`src/rtl/fp_pkg.sv`:
```
// Shared floating-point datapath constants: default field widths and the
// guard/round/sticky extension used by the align, add and normalise stages.
package fp_pkg;

    localparam int unsigned EXP_WIDTH_DFLT = 11;
    localparam int unsigned MAN_WIDTH_DFLT = 53;
    localparam int unsigned GRS_BITS       = 3;

    // Which input operand ended up on the "big" side of the alignment.
    typedef enum logic {
        SelA = 1'b0,
        SelB = 1'b1
    } op_sel_e;

endpackage

```
`src/rtl/sticky_shr.sv`:
```
// Logical right shifter whose LSB collects the OR of every bit shifted past it,
// so no discarded precision is lost to rounding.
module sticky_shr #(
    parameter int unsigned WIDTH       = 56,
    parameter int unsigned SHIFT_WIDTH = 11
) (
    input  logic [WIDTH-1:0]       in_data,
    input  logic [SHIFT_WIDTH-1:0] in_shamt,
    output logic [WIDTH-1:0]       out_data
);

    localparam logic [WIDTH-1:0] ALL_ONES = '1;

    logic [WIDTH-1:0] shifted;
    logic [WIDTH-1:0] lost_mask;
    logic             sticky;

    // Shifts of WIDTH or more give shifted=0 and an all-ones mask, so the
    // out-of-range case collapses to "sticky = OR of the input" naturally.
    always_comb begin
        shifted   = in_data >> in_shamt;
        lost_mask = ~(ALL_ONES << in_shamt);
        sticky    = shifted[0] | (|(in_data & lost_mask));
        out_data  = {shifted[WIDTH-1:1], sticky};
    end

endmodule

```
`src/rtl/exp_align_pipe.sv`:
```
// Two-stage exponent alignment for FP add: stage 1 orders the operands by
// magnitude and takes the exponent difference, stage 2 aligns the smaller one.
module exp_align_pipe
    import fp_pkg::*;
#(
    parameter int unsigned EXP_WIDTH = EXP_WIDTH_DFLT,
    parameter int unsigned MAN_WIDTH = MAN_WIDTH_DFLT
) (
    input  logic                           in_clk,
    input  logic                           in_rst,
    input  logic                           in_valid,
    output logic                           out_inReady,
    input  logic                           in_signA,
    input  logic                           in_signB,
    input  logic [EXP_WIDTH-1:0]           in_expA,
    input  logic [EXP_WIDTH-1:0]           in_expB,
    input  logic [MAN_WIDTH-1:0]           in_manA,
    input  logic [MAN_WIDTH-1:0]           in_manB,
    input  logic                           in_flush,
    output logic                           out_valid,
    input  logic                           in_outReady,
    output logic                           out_swap,
    output logic                           out_signBig,
    output logic                           out_signSmall,
    output logic [EXP_WIDTH-1:0]           out_bigExp,
    output logic [EXP_WIDTH-1:0]           out_diff,
    output logic [MAN_WIDTH+GRS_BITS-1:0]  out_bigMan,
    output logic [MAN_WIDTH+GRS_BITS-1:0]  out_smallMan
);

    localparam int unsigned ALIGN_WIDTH = MAN_WIDTH + GRS_BITS;

    // Stage 1 state
    logic                   s1_valid_q;
    op_sel_e                s1_swap_q;
    logic                   s1_sign_big_q;
    logic                   s1_sign_small_q;
    logic [EXP_WIDTH-1:0]   s1_big_exp_q;
    logic [EXP_WIDTH-1:0]   s1_diff_q;
    logic [MAN_WIDTH-1:0]   s1_big_man_q;
    logic [MAN_WIDTH-1:0]   s1_small_man_q;

    // Stage 2 state
    logic                   s2_valid_q;
    op_sel_e                s2_swap_q;
    logic                   s2_sign_big_q;
    logic                   s2_sign_small_q;
    logic [EXP_WIDTH-1:0]   s2_big_exp_q;
    logic [EXP_WIDTH-1:0]   s2_diff_q;
    logic [ALIGN_WIDTH-1:0] s2_big_man_q;
    logic [ALIGN_WIDTH-1:0] s2_small_man_q;

    // Handshake
    logic s1_ready;
    logic s2_ready;
    logic s1_load;
    logic s2_load;

    always_comb begin
        s2_ready    = !s2_valid_q || in_outReady;
        s1_ready    = !s1_valid_q || s2_ready;
        s1_load     = in_valid && s1_ready;
        s2_load     = s1_valid_q && s2_ready;
        out_inReady = s1_ready;
    end

    // Stage 1 compare: both one-bit-wider differences are formed and their
    // borrow bits double as the exponent comparators.
    logic [EXP_WIDTH:0]   diff_ab;
    logic [EXP_WIDTH:0]   diff_ba;
    logic                 exp_a_gt;
    logic                 exp_b_gt;
    logic                 a_big;
    op_sel_e              swap_d;
    logic [EXP_WIDTH-1:0] diff_d;

    always_comb begin
        diff_ab  = {1'b0, in_expA} - {1'b0, in_expB};
        diff_ba  = {1'b0, in_expB} - {1'b0, in_expA};
        exp_a_gt = diff_ba[EXP_WIDTH];
        exp_b_gt = diff_ab[EXP_WIDTH];
        // Full tie keeps A on the big side.
        a_big    = exp_a_gt || (!exp_b_gt && (in_manA >= in_manB));
        swap_d   = a_big ? SelA : SelB;
        diff_d   = a_big ? diff_ab[EXP_WIDTH-1:0] : diff_ba[EXP_WIDTH-1:0];
    end

    // Stage 2 alignment
    logic [ALIGN_WIDTH-1:0] small_ext;
    logic [ALIGN_WIDTH-1:0] small_aligned;

    assign small_ext = {s1_small_man_q, {GRS_BITS{1'b0}}};

    sticky_shr #(
        .WIDTH       (ALIGN_WIDTH),
        .SHIFT_WIDTH (EXP_WIDTH)
    ) u_sticky_shr (
        .in_data  (small_ext),
        .in_shamt (s1_diff_q),
        .out_data (small_aligned)
    );

    always_ff @(posedge in_clk or posedge in_rst) begin
        if (in_rst) begin
            s1_valid_q      <= 1'b0;
            s1_swap_q       <= SelA;
            s1_sign_big_q   <= 1'b0;
            s1_sign_small_q <= 1'b0;
            s1_big_exp_q    <= '0;
            s1_diff_q       <= '0;
            s1_big_man_q    <= '0;
            s1_small_man_q  <= '0;
            s2_valid_q      <= 1'b0;
            s2_swap_q       <= SelA;
            s2_sign_big_q   <= 1'b0;
            s2_sign_small_q <= 1'b0;
            s2_big_exp_q    <= '0;
            s2_diff_q       <= '0;
            s2_big_man_q    <= '0;
            s2_small_man_q  <= '0;
        end else begin
            // Flush only needs to kill the valid bits; stale data is invisible.
            if (in_flush) begin
                s1_valid_q <= 1'b0;
                s2_valid_q <= 1'b0;
            end else begin
                if (s1_ready) s1_valid_q <= in_valid;
                if (s2_ready) s2_valid_q <= s1_valid_q;
            end

            if (s1_load) begin
                s1_swap_q       <= swap_d;
                s1_sign_big_q   <= a_big ? in_signA : in_signB;
                s1_sign_small_q <= a_big ? in_signB : in_signA;
                s1_big_exp_q    <= a_big ? in_expA : in_expB;
                s1_diff_q       <= diff_d;
                s1_big_man_q    <= a_big ? in_manA : in_manB;
                s1_small_man_q  <= a_big ? in_manB : in_manA;
            end

            if (s2_load) begin
                s2_swap_q       <= s1_swap_q;
                s2_sign_big_q   <= s1_sign_big_q;
                s2_sign_small_q <= s1_sign_small_q;
                s2_big_exp_q    <= s1_big_exp_q;
                s2_diff_q       <= s1_diff_q;
                s2_big_man_q    <= {s1_big_man_q, {GRS_BITS{1'b0}}};
                s2_small_man_q  <= small_aligned;
            end
        end
    end

    always_comb begin
        out_valid     = s2_valid_q;
        out_swap      = (s2_swap_q == SelB);
        out_signBig   = s2_sign_big_q;
        out_signSmall = s2_sign_small_q;
        out_bigExp    = s2_big_exp_q;
        out_diff      = s2_diff_q;
        out_bigMan    = s2_big_man_q;
        out_smallMan  = s2_small_man_q;
    end

endmodule

```
`config.mk`:
```
export PLATFORM = sky130hd
export DESIGN_NAME = exp_align_pipe
export DESIGN_NICKNAME = d
export VERILOG_FILES = /design/src/rtl/fp_pkg.sv /design/src/rtl/sticky_shr.sv /design/src/rtl/exp_align_pipe.sv
export SDC_FILE = /design/constraint.sdc
export NUM_CORES = 1
export LEC_CHECK = 0
export ABC_AREA = 1
export CAP_MARGIN = 15
export CORE_MARGIN = 2
export CORE_UTILIZATION = 45
export DETAILED_ROUTE_END_ITERATION = 12
export DONT_BUFFER_PORTS = 1
export HOLD_SLACK_MARGIN = 0.15
export SETUP_SLACK_MARGIN = 0.15
export SYNTH_ARGS = -nofsm -noshare
export SYNTH_HDL_FRONTEND = slang
export SYNTH_HIERARCHICAL = 1
export SYNTH_SLANG_ARGS = --single-unit
```
`constraint.sdc`:
```
create_clock -name in_clk -period 23.7 [get_ports in_clk]
set_input_delay 2.37 -clock in_clk [delete_from_list [all_inputs] [get_ports in_clk]]
set_output_delay 2.37 -clock in_clk [all_outputs]
set_load 0.05 [all_outputs]
```
==> results of run 1 <==
[routing by layer]
metal	track usage, %	routed length [um]	vias up
met2	45.9	29200	606
met1	37.3	26500	8577
met5	0	0	-
li1	-	-	8626
met4	9.59	1860	0
met3	4.80	4210	110
[through the flow]
stage               std cells  hold WS [ns]  total power, W
floorplan                2722         0.445         0.00134
global placement         3100         0.460         0.00149
detailed placement       3100         0.462         0.00150
CTS                      3157         0.477         0.00201
global route             3157         0.491         0.00212
finish                   3157         0.474         0.00200
[worst min-delay path: cells and delay by family, from the launching register on]
| family | cells | cell delay [ns] |
|---|---|---|
| DFF | 1 | 0.34 |
| and+or+nand+nor | 2 | 0.10 |
[power by group]
part / internal, W / leakage [nW] / switching (W) / total, W
Clock: 0.000302 / 0.517 / 0.000200 / 0.000502
Sequential: 0.000555 / 3.29 / 0.000328 / 0.000883
Combinational: 0.000203 / 6.74 / 0.000413 / 0.000616
Total: 0.00106 / 10.6 / 0.000942 / 0.00200
[worst min-delay path by stage]
stage	startpoint	endpoint	cells after the start
floorplan	s1_big_exp_q[10]$_DFFE_PP0P_	s1_big_exp_q[10]$_DFFE_PP0P_	2
global placement	s1_big_man_q[15]$_DFFE_PP0P_	s1_big_man_q[15]$_DFFE_PP0P_	2
detailed placement	s1_big_man_q[40]$_DFFE_PP0P_	s1_big_man_q[40]$_DFFE_PP0P_	2
CTS	s1_big_man_q[38]$_DFFE_PP0P_	s1_big_man_q[38]$_DFFE_PP0P_	2
global route	s1_big_man_q[14]$_DFFE_PP0P_	s1_big_man_q[14]$_DFFE_PP0P_	2
finish	s1_big_man_q[15]$_DFFE_PP0P_	s1_big_man_q[15]$_DFFE_PP0P_	2
[cells by family (layout without fill, tap and decap cells)]
| group | count (synthesis) | in the layout | synth area share [%] |
|---|---|---|---|
| compound gates | 217 | 217 | 6.23 |
| xor+xnor | 17 | 17 | 0.775 |
| fa+ha+maj | 77 | 77 | 5.09 |
| simple gates | 1561 | 1561 | 35.3 |
| other cells | 1 | 9 | 0.0195 |
| buf+inv | 440 | 336 | 9.95 |
| mux | 134 | 134 | 7.86 |
| flops | 267 | 267 | 34.8 |
[cell type report]
cell class | count | area (sq um) | share of cell area (%)
clock buffer | 52 | 1000 | 4.94
clock inverter | 5 | 66.3 | 0.327
inverter | 259 | 987 | 4.87
multi-input combinational | 2015 | 10700 | 52.7
sequential | 267 | 6680 | 33.0
tap | 539 | 674 | 3.33
timing repair buffer | 20 | 163 | 0.803
[state kept, by name, summed over array words and instances (netlist names), 11 cells and up]
register and count:
s1_big_exp_q 11, out_bigExp 11, out_bigMan 53, s1_diff_q 11
s1_big_man_q 53, out_smallMan 56, s1_small_man_q 53, out_diff 11
[cell usage in the layout, fill, tap and decap left out, types with 6 or more instances in the layout]
cell	synthesis	final
a21oi_1	51	51
buf_4	9	19
clkbuf_1	66	11
clkbuf_16	0	35
clkbuf_8	0	6
conb_1	1	9
dfrtp_1	267	266
ha_1	75	75
inv_1	252	248
inv_2	6	8
mux2_2	134	134
nand2_1	823	821
nand3_1	584	584
nand4_1	17	17
nor2_1	98	98
nor3_1	8	8
o211ai_1	6	6
o21ai_0	69	69
o21ai_1	54	54
o21ai_2	11	11
o22ai_1	7	7
o31ai_1	6	6
xor2_1	14	14
==> results.yml, run 1 <==
final_layout:
  drive_gt1_share_pct: 9.59
  nets: 2809
  area_growth_syn_to_layout_pct: 5.43
  fill_cells: 4308
  fin_area_sq_mm: 0.0203
  antennaDiodeCount: 0
  final_util_pct: 48.2
sta:
  worst_slew_pin_slew_ns: 1.08
  rsz0062_at_grt: "false"
  hold_violations: 0
  maxSlewHeadroom_pct: 28.1
  min_period_ns: 5.40
  clock_skew_ns: 0.0143
  layout_setup_ws_ns: 18.30
  finalSetupViolCount: 0
  fin_crit_sh_pct: 22.8
  max_freq_ghz: 0.185
  setup_tns_ns: 0
  final_max_slew_viol_count: 0
critical_path:
  critPathCaptureType: "flip-flop"
  r2r-start: "out_valid$_DFFE_PP0P_"
  rrSetupSlack_ns: 20.07
  critPathLaunch: "in_manB[36]"
  cp_top_family: "simple AND/OR/NAND/NOR gates"
  max_stage_delay_ns: 0.81
  cp.buffers_inverters: 2
  worstPathRequired_ns: 24.12
  cp-endpoint: "s1_small_man_q[17]$_DFFE_PP0P_"
  crit_chain: "inv_1 -> ha_1 -> nand2_1 -> nor2_1 -> and2_1 -> nand2_1 -> nor2_1 -> nand2_1 -> nand2_1 -> nor2_1 -> nand3_2 -> nand2_4 -> nand2_4 -> buf_4 -> nand2_1 -> nand3_1 -> nand2_1"
  crit_arrival_ns: 5.82
  reg2reg_to: "s1_small_man_q[34]$_DFFE_PP0P_"
  crit_slowest_cell: "buf_4"
  path_max_fanout: 96
  crit_type: "input pin to flip-flop"
  cp_num_cells: 17
  crit_path_frequent_cell: "nand2_1"
  r2r.worst_path.cells: 6
  startpoint_type: "input pin"
pwr:
  ir_drop_mv: 0.0663
  p_per_area_mw_per_mm2: 98.8
  power_leakage_nw: 10.6
clock_tree:
  cts_buffers: 34
  clock-sinks: 267
  cts_buffer_depth: 3
  path_clk_slew_ns: 0.06
  cts_tree: "built"
  post_cts_buffers: 0
  htree_levels: 2
  hold_buffers: 0
  clock_latency_ns: 0.53
  cts-root-buf: "clkbuf_16"
  cts_resized: 0
yosys:
  synth-seq-area-share_pct: 34.8
  synth_edf_count: 0
  synthCells: 2714
  synth_top_flop_cell: "dfrtp_1"
  synthTopCellsByCount: "nand2_1 (823), nand3_1 (584), dfrtp_1 (267)"
  syn_area_per_cell_sq_um: 7.08
  yosysTopAreaCell: "dfrtp_1"
  yosys.cell_types.count: 47
  synth_seq_cells: 267
  synth_top_area_share_pct: 34.8
  synthArstFlopShare_pct: 100
  ys.warnings.count: 6
  yosysMostFrequentCell: "nand2_1"
  syn_area_sq_mm: 0.0192
  synth_area_leaders: "dfrtp_1 (35%), nand2_1 (16%), nand3_1 (15%)"
global_route:
  grt_pass1_wl_um: 98500
  grt_pass1_vias: 17400
  grt_max_degree: 158
  grt_antenna_before_repair: 0
  grtUsageTotal_pct: 27.9
  overflow: 0
routing:
  vias: 17900
  vias_per_cell: 5.68
  dr.pass1.iters: 7
  finalWirelength_um: 61700
  routedWlPerCell_um: 19.6
  ant_nets: 0
  drc: 0
  drt-initial-drc-count: 1867
die:
  die_y_um: 211
  die_area_sq_mm: 0.0444
  start_util_pct: 45.7
  core_area_sq_mm: 0.0420
  fp.dieW_um: 211
  num_io_pins: 274
  fp-row-count: 75
placement:
  place_ws_ns: 17.77
  placed_area_sq_mm: 0.0192
  detailed_place_hpwl_um: 43300
  io_buffers: 0
  place.gp.congestion: 0.909
run:
  maxCapViolations: 0
hold_path:
  hold_path.class: "flip-flop to flip-flop"
status:
  status: "finished, final reports clean"
(Power assumes the default switching activity.)
==> run 2, diff against run 1 <==
Clock period 23.7 ns to 5.49 ns, I/O delays scaled along.
==> results.yml, run 2 (same netlist as run 1, synthesis figures left out) <==
status:
  status: "finished, final reports clean"
die:
  fp.dieW_um: 211
  die_y_um: 211
  fp-row-count: 75
  start_util_pct: 45.7
  core_area_sq_mm: 0.0420
  die_area_sq_mm: 0.0444
  num_io_pins: 274
clock_tree:
  clock-sinks: 267
  path_clk_slew_ns: 0.06
  cts_buffers: 31
  clock_latency_ns: 0.59
  cts_tree: "built"
  cts_resized: 0
  cts-root-buf: "clkbuf_16"
  cts_buffer_depth: 3
  htree_levels: 1
critical_path:
  crit_type: "flip-flop to flip-flop"
  crit_path_frequent_cell: "nand2_1"
  worstPathRequired_ns: 6.01
  path_max_fanout: 67
  crit_chain: "nor2_4 -> nand2_4 -> clkinv_4 -> nand2_1 -> nand2_1 -> nand2_1 -> o21ai_1 -> nand2_1 -> nand3_1 -> nand2_1 -> nand2_1 -> nand2_1 -> o21ai_1 -> mux2_2"
  crit_arrival_ns: 4.17
  max_stage_delay_ns: 0.62
  crit_slowest_cell: "nand2_4"
  critPathCaptureType: "flip-flop"
  startpoint_type: "flip-flop"
routing:
  routedWlPerCell_um: 19.4
  dr.pass1.iters: 7
  ant_nets: 0
  vias_per_cell: 5.65
  drc: 0
  drt-initial-drc-count: 1627
  finalWirelength_um: 61400
  vias: 17900
final_layout:
  nets: 2819
  final_cells: 3169
  antennaDiodeCount: 0
  area_growth_syn_to_layout_pct: 6.18
  layout_commonest_cell: "nand2_1"
  largest_register_ffs: 56
  layout_common_cells: "nand2_1 (821), nand3_1 (584), dfrtp_1 (266)"
  fin_area_sq_mm: 0.0204
  drive_gt1_share_pct: 10.1
placement:
  placed_area_sq_mm: 0.0193
  io_buffers: 0
  placed_cells: 3109
  place.gp.congestion: 0.921
  detailed_place_hpwl_um: 44200
pwr:
  power.total_w: 0.00871
  ir_drop_mv: 0.320
  p_per_area_mw_per_mm2: 427
  power_leakage_nw: 10.6
sta:
  fin_crit_sh_pct: 66.4
  hold_violations: 0
  final_max_slew_viol_count: 0
  maxSlewHeadroom_pct: 28.8
  rsz0062_at_grt: "false"
  hold_slack_ns: 0.181
  setup_tns_ns: 0
  worst_slew_pin_slew_ns: 1.07
  min_period_ns: 3.64
  clock_skew_ns: 0.0120
  finalSetupViolCount: 0
  max_freq_ghz: 0.275
hold_path:
  hold_path.class: "input pin to flip-flop"
global_route:
  grt_pass1_vias: 17300
  grtUsageTotal_pct: 27.5
  overflow: 0
  grt_antenna_before_repair: 0
  grt_max_degree: 93
  grt_pass1_wl_um: 97200
run:
  maxCapViolations: 0
==> run 2: report_power, final <==
part	total (W)	internal [W]	switching, W
Sequential	0.00381	0.00239	0.00142
Combinational	0.00266	0.000881	0.00178
Clock	0.00223	0.00136	0.000866
==> run 2: metrics by stage <==
stage / util [%] / worst slack (ns)
floorplan: - / 1.42
global placement: 45.8 / 1.78
detailed placement: 45.8 / 1.77
CTS: 48.5 / 1.95
global route: 48.5 / 1.68
finish: 48.5 / 1.85
==> run 2: final timing paths <==
kind | from | endpoint | slack [ns] | depth (start not counted)
min in group asynchronous | in_rst | s1_small_man_q[12]$_DFFE_PP0P_ | 0.40 | 2
setup / recovery | s1_diff_q[8]$_DFFE_PP0P_ | out_smallMan[7]$_DFFE_PP0P_ | 1.85 | 14
setup reg to reg | s1_diff_q[8]$_DFFE_PP0P_ | out_smallMan[7]$_DFFE_PP0P_ | 1.85 | 14
max in group asynchronous | in_rst | out_bigMan[48]$_DFFE_PP0P_ | 3.54 | 4
hold reg to reg | s1_big_man_q[38]$_DFFE_PP0P_ | s1_big_man_q[38]$_DFFE_PP0P_ | 0.48 | 2
hold / removal | in_manA[9] | s1_big_man_q[9]$_DFFE_PP0P_ | 0.18 | 4
==> run 2: area by class of cell <==
class	instances	area, sq um
fillers	4292	21600
multi-input cells	2015	10700
flip-flops and latches	267	6680
inverters	259	983
clock buffers	42	887
well taps	539	674
repair buffers	33	270
clock inverters	14	219
==> run 2: timing repair <==
item	in CTS	in global routing
hold buffers	4	0
buffers inserted	0	0
hold endpoints to repair	13	0
==> run 2: worst max-delay path, delay by kind of cell (launching register included) <==
kind	cells	cell delay [ns]
simple gates	10	1.99
compound gates	2	0.47
flops	1	0.45
buf+inv	1	0.41
mux	1	0.20
==> run 2: layer usage <==
layer	part of all wire, %	wire length, um	vias up	track usage, %
met5	0	0	-	0
met4	2.5	1510	0	7.31
met3	6.4	3910	86	4.10
met2	47	29200	574	46.0
met1	44	26800	8604	37.3
li1	-	-	8654	-
